===== config.mk =====
export PLATFORM = sky130hd
export DESIGN_NAME = card_match_ctrl
export DESIGN_NICKNAME = d
export VERILOG_FILES = /design/src/rtl/card_match_pkg.sv /design/src/rtl/card_cursor_nav.sv /design/src/rtl/card_match_ctrl.sv
export SDC_FILE = /design/constraint.sdc
export NUM_CORES = 1
export LEC_CHECK = 0
export BUFFER_PORTS_ARGS = -buffer_cell sky130_fd_sc_hd__buf_2
export CAP_MARGIN = 5
export CORE_ASPECT_RATIO = 1.1
export CORE_MARGIN = 1
export CORE_UTILIZATION = 48
export CTS_CLUSTER_SIZE = 25
export DETAILED_ROUTE_END_ITERATION = 8
export GPL_ROUTABILITY_DRIVEN = 0
export PLACE_DENSITY = 0.64
export SETUP_SLACK_MARGIN = 0.4
export SYNTH_ARGS = -nofsm -noshare
export SYNTH_HDL_FRONTEND = slang
export SYNTH_SLANG_ARGS = --single-unit

===== constraint.sdc =====
create_clock -name clk -period 3.6 [get_ports clk]
set_input_delay 0.36 -clock clk [delete_from_list [all_inputs] [get_ports clk]]
set_output_delay 0.36 -clock clk [all_outputs]
set_load 0.02 [all_outputs]

===== src/rtl/card_match_pkg.sv =====
// Shared types and constants for the 4x4 memory-card game sequencer.
// Grid index is row-major: row = idx[3:2], col = idx[1:0].
package card_match_pkg;

  localparam int GRID_DIM       = 4;
  localparam int NUM_CARDS      = GRID_DIM * GRID_DIM;
  localparam int NUM_PAIRS      = NUM_CARDS / 2;
  localparam int FACE_W_DEFAULT = 3;

  typedef enum logic [2:0] {
    ST_IDLE,
    ST_PICK1,
    ST_PICK2,
    ST_COMPARE,
    ST_SHOW_MISS,
    ST_WON
  } state_t;

  function automatic logic [1:0] idx_row(input logic [3:0] idx);
    return idx[3:2];
  endfunction

  function automatic logic [1:0] idx_col(input logic [3:0] idx);
    return idx[1:0];
  endfunction

endpackage


===== src/rtl/card_cursor_nav.sv =====
// Combinational next-cursor: one move per cycle, priority up > down > left > right,
// clamped at the board edges (no wrap-around).
module card_cursor_nav
  import card_match_pkg::*;
(
  input  logic [3:0] cursor,
  input  logic       up,
  input  logic       down,
  input  logic       left,
  input  logic       right,
  output logic [3:0] next_cursor
);

  localparam logic [1:0] EDGE_MAX = 2'(GRID_DIM - 1);

  // The highest-priority pressed button wins even when it is clamped at an edge.
  always_comb begin
    next_cursor = cursor;
    if (up) begin
      if (idx_row(cursor) != 2'd0) next_cursor = cursor - 4'd4;
    end else if (down) begin
      if (idx_row(cursor) != EDGE_MAX) next_cursor = cursor + 4'd4;
    end else if (left) begin
      if (idx_col(cursor) != 2'd0) next_cursor = cursor - 4'd1;
    end else if (right) begin
      if (idx_col(cursor) != EDGE_MAX) next_cursor = cursor + 4'd1;
    end
  end

endmodule


===== src/rtl/card_match_ctrl.sv =====
// Memory-card game sequencer: cursor, face-up mask, pair matching and mismatch hold.
// Optional macro CARD_MATCH_ATTEMPTS_EN adds a saturating attempts[7:0] counter output.
module card_match_ctrl
  import card_match_pkg::*;
#(
  parameter int MISMATCH_CYCLES = 25_000_000,
  parameter int FACE_W          = FACE_W_DEFAULT
) (
  input  logic                        clk,
  input  logic                        rst_n,
  input  logic                        start,
  input  logic [NUM_CARDS*FACE_W-1:0] layout,
  input  logic                        btn_up,
  input  logic                        btn_down,
  input  logic                        btn_left,
  input  logic                        btn_right,
  input  logic                        btn_sel,
  output logic [NUM_CARDS-1:0]        face_up,
  output logic [3:0]                  cursor,
  output logic [3:0]                  pairs_found,
  output logic                        game_won,
  output logic                        busy
`ifdef CARD_MATCH_ATTEMPTS_EN
  ,
  output logic [7:0]                  attempts
`endif
);

  localparam int                 TIMER_W    = (MISMATCH_CYCLES > 1) ? $clog2(MISMATCH_CYCLES) : 1;
  localparam logic [TIMER_W-1:0] TIMER_LOAD = TIMER_W'(MISMATCH_CYCLES - 1);
  localparam logic [3:0]         PAIRS_ALL  = 4'(NUM_PAIRS);

  state_t                      state_q, state_d;
  logic [NUM_CARDS*FACE_W-1:0] layout_q, layout_d;
  logic [NUM_CARDS-1:0]        matched_q, matched_d;
  logic [NUM_CARDS-1:0]        face_up_d;
  logic [3:0]                  cursor_d, pairs_d;
  logic [3:0]                  first_q, first_d;
  logic [3:0]                  second_q, second_d;
  logic [TIMER_W-1:0]          timer_q, timer_d;
  logic                        game_won_d, busy_d;
  logic [3:0]                  nav_cursor;
`ifdef CARD_MATCH_ATTEMPTS_EN
  logic [7:0]                  attempts_d;
`endif

  function automatic logic [FACE_W-1:0] face_of(input logic [NUM_CARDS*FACE_W-1:0] lay,
                                                input logic [3:0]                  idx);
    return lay[idx*FACE_W +: FACE_W];
  endfunction

  card_cursor_nav u_nav (
    .cursor      (cursor),
    .up          (btn_up),
    .down        (btn_down),
    .left        (btn_left),
    .right       (btn_right),
    .next_cursor (nav_cursor)
  );

  // NOTE: every signal driven here gets its hold value first, so no path infers a latch.
  always_comb begin
    state_d    = state_q;
    layout_d   = layout_q;
    matched_d  = matched_q;
    face_up_d  = face_up;
    cursor_d   = cursor;
    pairs_d    = pairs_found;
    first_d    = first_q;
    second_d   = second_q;
    timer_d    = timer_q;
`ifdef CARD_MATCH_ATTEMPTS_EN
    attempts_d = attempts;
`endif

    unique case (state_q)
      ST_PICK1: begin
        // Selection uses the pre-move cursor; a simultaneous move still applies.
        if (btn_sel && !face_up[cursor]) begin
          face_up_d[cursor] = 1'b1;
          first_d           = cursor;
          state_d           = ST_PICK2;
        end
        cursor_d = nav_cursor;
      end
      ST_PICK2: begin
        if (btn_sel && !face_up[cursor]) begin
          face_up_d[cursor] = 1'b1;
          second_d          = cursor;
          state_d           = ST_COMPARE;
        end
        cursor_d = nav_cursor;
      end
      ST_COMPARE: begin
`ifdef CARD_MATCH_ATTEMPTS_EN
        if (attempts != 8'hFF) attempts_d = attempts + 8'd1;
`endif
        if (face_of(layout_q, first_q) == face_of(layout_q, second_q)) begin
          matched_d[first_q]  = 1'b1;
          matched_d[second_q] = 1'b1;
          pairs_d             = pairs_found + 4'd1;
          state_d             = (pairs_d == PAIRS_ALL) ? ST_WON : ST_PICK1;
        end else begin
          timer_d = TIMER_LOAD;
          state_d = ST_SHOW_MISS;
        end
      end
      ST_SHOW_MISS: begin
        // Dropping the two pending picks leaves exactly the matched cards showing.
        if (timer_q == '0) begin
          face_up_d = matched_q;
          state_d   = ST_PICK1;
        end else begin
          timer_d = timer_q - 1'b1;
        end
      end
      default: ;  // ST_IDLE and ST_WON wait for start
    endcase

    if (start) begin
      layout_d   = layout;
      matched_d  = '0;
      face_up_d  = '0;
      pairs_d    = '0;
      cursor_d   = '0;
      state_d    = ST_PICK1;
`ifdef CARD_MATCH_ATTEMPTS_EN
      attempts_d = '0;
`endif
    end

    game_won_d = (state_d == ST_WON);
    busy_d     = (state_d == ST_COMPARE) || (state_d == ST_SHOW_MISS);
  end

  // NOTE: state registers use non-blocking assignments so all of them update together.
  always_ff @(posedge clk or negedge rst_n) begin
    if (!rst_n) begin
      state_q     <= ST_IDLE;
      // NOTE: the layout store is reset as well, so no compare ever sees undefined faces.
      layout_q    <= '0;
      matched_q   <= '0;
      face_up     <= '0;
      cursor      <= '0;
      pairs_found <= '0;
      first_q     <= '0;
      second_q    <= '0;
      timer_q     <= '0;
      game_won    <= 1'b0;
      busy        <= 1'b0;
`ifdef CARD_MATCH_ATTEMPTS_EN
      attempts    <= '0;
`endif
    end else begin
      state_q     <= state_d;
      layout_q    <= layout_d;
      matched_q   <= matched_d;
      face_up     <= face_up_d;
      cursor      <= cursor_d;
      pairs_found <= pairs_d;
      first_q     <= first_d;
      second_q    <= second_d;
      timer_q     <= timer_d;
      game_won    <= game_won_d;
      busy        <= busy_d;
`ifdef CARD_MATCH_ATTEMPTS_EN
      attempts    <= attempts_d;
`endif
    end
  end

endmodule


==> key figures <==
Run status
  • Status: finished, violations left
  • Failing checks: hold timing

Job
  • Max-cap violations: 0

Synthesis
  • Xor/xnor share of the synthesized area: 0.04392
  • Synth top area cells: dfrtp_1 47%, mux2_2 9.5%, mux4_2 8.6%
  • Post-synth EDFFs: 0
  • Sequential element share of the synthesized area: 0.4650
  • Syn Nets: 685
  • Synth Area in Simple Gates: 0.1748
  • Commonest cells post-synth: 126 x dfrtp_1, 65 x nand2_1, 63 x nor2_1, 57 x mux2_2, 40 x a21oi_1
  • Syn Std Cell Area: 0.006780 mm²
  • Synth cell types: 50
  • Synth Flop Type: dfrtp_1
  • Multiplexer share of the synthesized area: 0.1956
  • Synth Area per Inst: 10.95 µm²
  • Mapped Cells: 619
  • Largest family of logic cells by synthesized area: multiplexers
  • FF+latch count, synth: 126
  • Synthesized-area fraction occupied by adder cells: 0.01956
  • Most frequent cell after synthesis: dfrtp_1
  • Synth area leader: dfrtp_1
  • Yosys warns: 0
  • Post-synthesis compound-gate area fraction: 0.07012
  • Asr flop ratio synth: 1.000
  • Top-area cell type share of the netlist area: 0.4650

Floorplan
  • Core Region: 0.01379 mm²
  • Die width: 115.3 µm
  • Die H: 126.7 µm
  • Starting Density: 0.4915
  • DIE AREA: 0.01461 mm²
  • Io pins: 82
  • Core Rows: 45

Clocking
  • Clock sinks: 126
  • Worst-Skew Late Latency: 0.41 ns
  • CTS Buffer Depth: 2
  • H-tree depth: 4
  • CTS tree: yes
  • Postcts setup bufs: 0
  • Total CTS buffers: 17
  • Root Buffer: clkbuf_16
  • Clock transition at path regs: 0.06 ns

Worst hold path
  • Worst Hold Class: in2async

STA
  • Worst Tran Pin Value: 0.8417 ns
  • Period minus WS final: 3.052 ns
  • FMAX: 0.3276 GHz
  • Final Hold Fails: 6
  • Skew final: 0.009566 ns
  • Final worst-path cycle share: 0.8478
  • Final WS setup: 0.5478 ns
  • RSZ-0062 raised after global routing: false
  • Hold Worst Slack: -0.02075 ns
  • # setup viols final: 0
  • Slew Limit Fails: 0
  • Max-slew headroom: 0.4389
  • Final TNS setup: 0 ns

Pwr
  • Sw Ratio: 0.3425
  • Internal Power: 3.623 mW
  • Flop pwr share: 0.366
  • Switching power: 1.887 mW
  • Combinational share of power: 0.322
  • Tot Pwr: 5.510 mW
  • PwrDens: 691.3 mW/mm²
  • Leakage: 3.498 nW
  • Worst VDD drop: 0.2982 mV
  • Clock Power Share: 0.312

GRT
  • Global-route usage over all layers: 0.2246
  • First-pass GRT wire length: 25140 µm
  • Initial antenna violation count: 0
  • Overflow after GRT: 0
  • Via count of the first global-routing pass: 5056
  • Largest net degree at the start of global routing: 77

Place
  • Port bufs: 81
  • Inst Count DP: 865
  • Post-DP Area: 0.007367 mm²
  • HPWL after detailed placement: 10630 µm
  • DP Worst Slack: 0.3906 ns

Layout
  • P&R area growth vs syn: 17.55%
  • Net count, final: 762
  • Filler cells: 1214
  • # diodes: 0
  • Util after Layout: 0.5778
  • Finished Cell Area: 0.007970 mm²
  • Register area: 0.003154 mm²
  • Non-Filler Instances: 897
  • Share of cells above drive strength 1: 0.3216
  • Footprint of the multi-input gates: 0.003420 mm²

Detailed routing
  • Via density: 5.534
  • DRT antenna net count: 0
  • DR pass1 iterations: 4
  • DRC errors left: 0
  • DR vias: 4964
  • Final WL: 14920 µm
  • Initial DRC Count: 234
  • Drt wl/cell: 16.63 µm

Worst setup path
  • Worst reg2reg startpoint: cursor[1]
  • CP max-delay cell: dfrtp_1
  • Reg-to-reg endpoint: busy
  • Setup Crit Path Kind: reg2reg
  • Required @ worst endpoint: 3.89 ns
  • Worst path arrival time: 3.35 ns
  • Crit path from: cursor[1]
  • Reg2Reg Depth: 7
  • Setup crit end: busy
  • Critical path's largest stage delay: 0.73 ns
  • Startpoint types: flip-flop
  • Reg2Reg Setup Slack: 0.55 ns
  • Crit-path cells: mux4_1 > mux4_2 > or2_4 > or3_1 > a21oi_2 > and3b_1 > mux2_2
  • Crit. End Element: flip-flop
  • CP max FO: 17
## power by group through the flow
stage | clock (mW) | combinational (mW) | sequential [mW]
after floorplan | 0 | 1.47 | 1.87
after global placement | 0 | 1.73 | 2.02
after detailed placement | 0 | 1.76 | 2.04
after CTS | 1.75 | 1.78 | 2.02
after global routing | 1.81 | 1.95 | 2.07
final | 1.72 | 1.77 | 2.02
## critical path: cells and delay by family, from the launching register on
| family | cells | cell delay (ns) |
|---|---|---|
| AOI/OAI and AO/OA | 1 | 0.18 |
| and+or+nand+nor | 3 | 0.85 |
| DFF | 1 | 0.73 |
| muxes | 3 | 1.17 |
## worst min-delay path by stage
stage,from,endpoint,slack (ns),cells after the start
floorplan,rst_n,busy,0.06,0
global placement,rst_n,cursor[1],0.44,1
detailed placement,rst_n,cursor[1],0.44,1
CTS,rst_n,cursor[1],0.004,1
global route,rst_n,cursor[1],0.03,1
finish,rst_n,cursor[1],-0.02,1
## layout by cell type (no fill, tap or decap), types with 14 or more instances in the layout
cell / instances
buf_2: 79
o22ai_1: 16
buf_4: 14
mux2_2: 57
nor3_1: 18
dfrtp_1: 125
nand3_1: 22
clkbuf_16: 17
nor2_1: 63
nand2_1: 65
xor2_1: 14
a21oi_1: 40
xnor2_1: 20
mux4_2: 26
## final cells by class
| type | count | area share |
|---|---|---|
| Clock buffer | 21 | 0.05777 |
| Clock inverter | 11 | 0.01743 |
| Inverter | 11 | 0.005181 |
| Multi-Input combinational cell | 446 | 0.4290 |
| Sequential cell | 126 | 0.3958 |
| Tap cell | 188 | 0.02951 |
| Timing Repair Buffer | 94 | 0.06531 |
## repair_timing
action,4_1_cts,5_1_grt
resized for setup,1,1
hold buffers,0,0
endpoints found under the setup margin,16,3
## kinds of logic after synthesis
| kind of cell | count (synthesis) |
|---|---|
| AOI/OAI and AO/OA | 81 |
| xor gates and xnor gates | 34 |
| adders and majority gates | 10 |
| buffers and inverters | 47 |
| DFF | 126 |
| muxes | 88 |
| and+or+nand+nor | 233 |
## registers in the layout (all words and copies together), names as in the netlist
signal       count
layout_q        48
timer_q         25
face_up         16
matched_q       16
cursor           4
first_q          4
pairs_found      4
second_q         4
state_q          3
busy             1
game_won         1
## routing by layer
metal	vias up	track usage	routed length [µm]
met4	0	0.08174	188
met1	2473	0.3000	6908
li1	2368	-	-
met2	105	0.3628	7342
met5	-	0	0
met3	18	0.04443	475
Power figures use the tool's default switching activity.
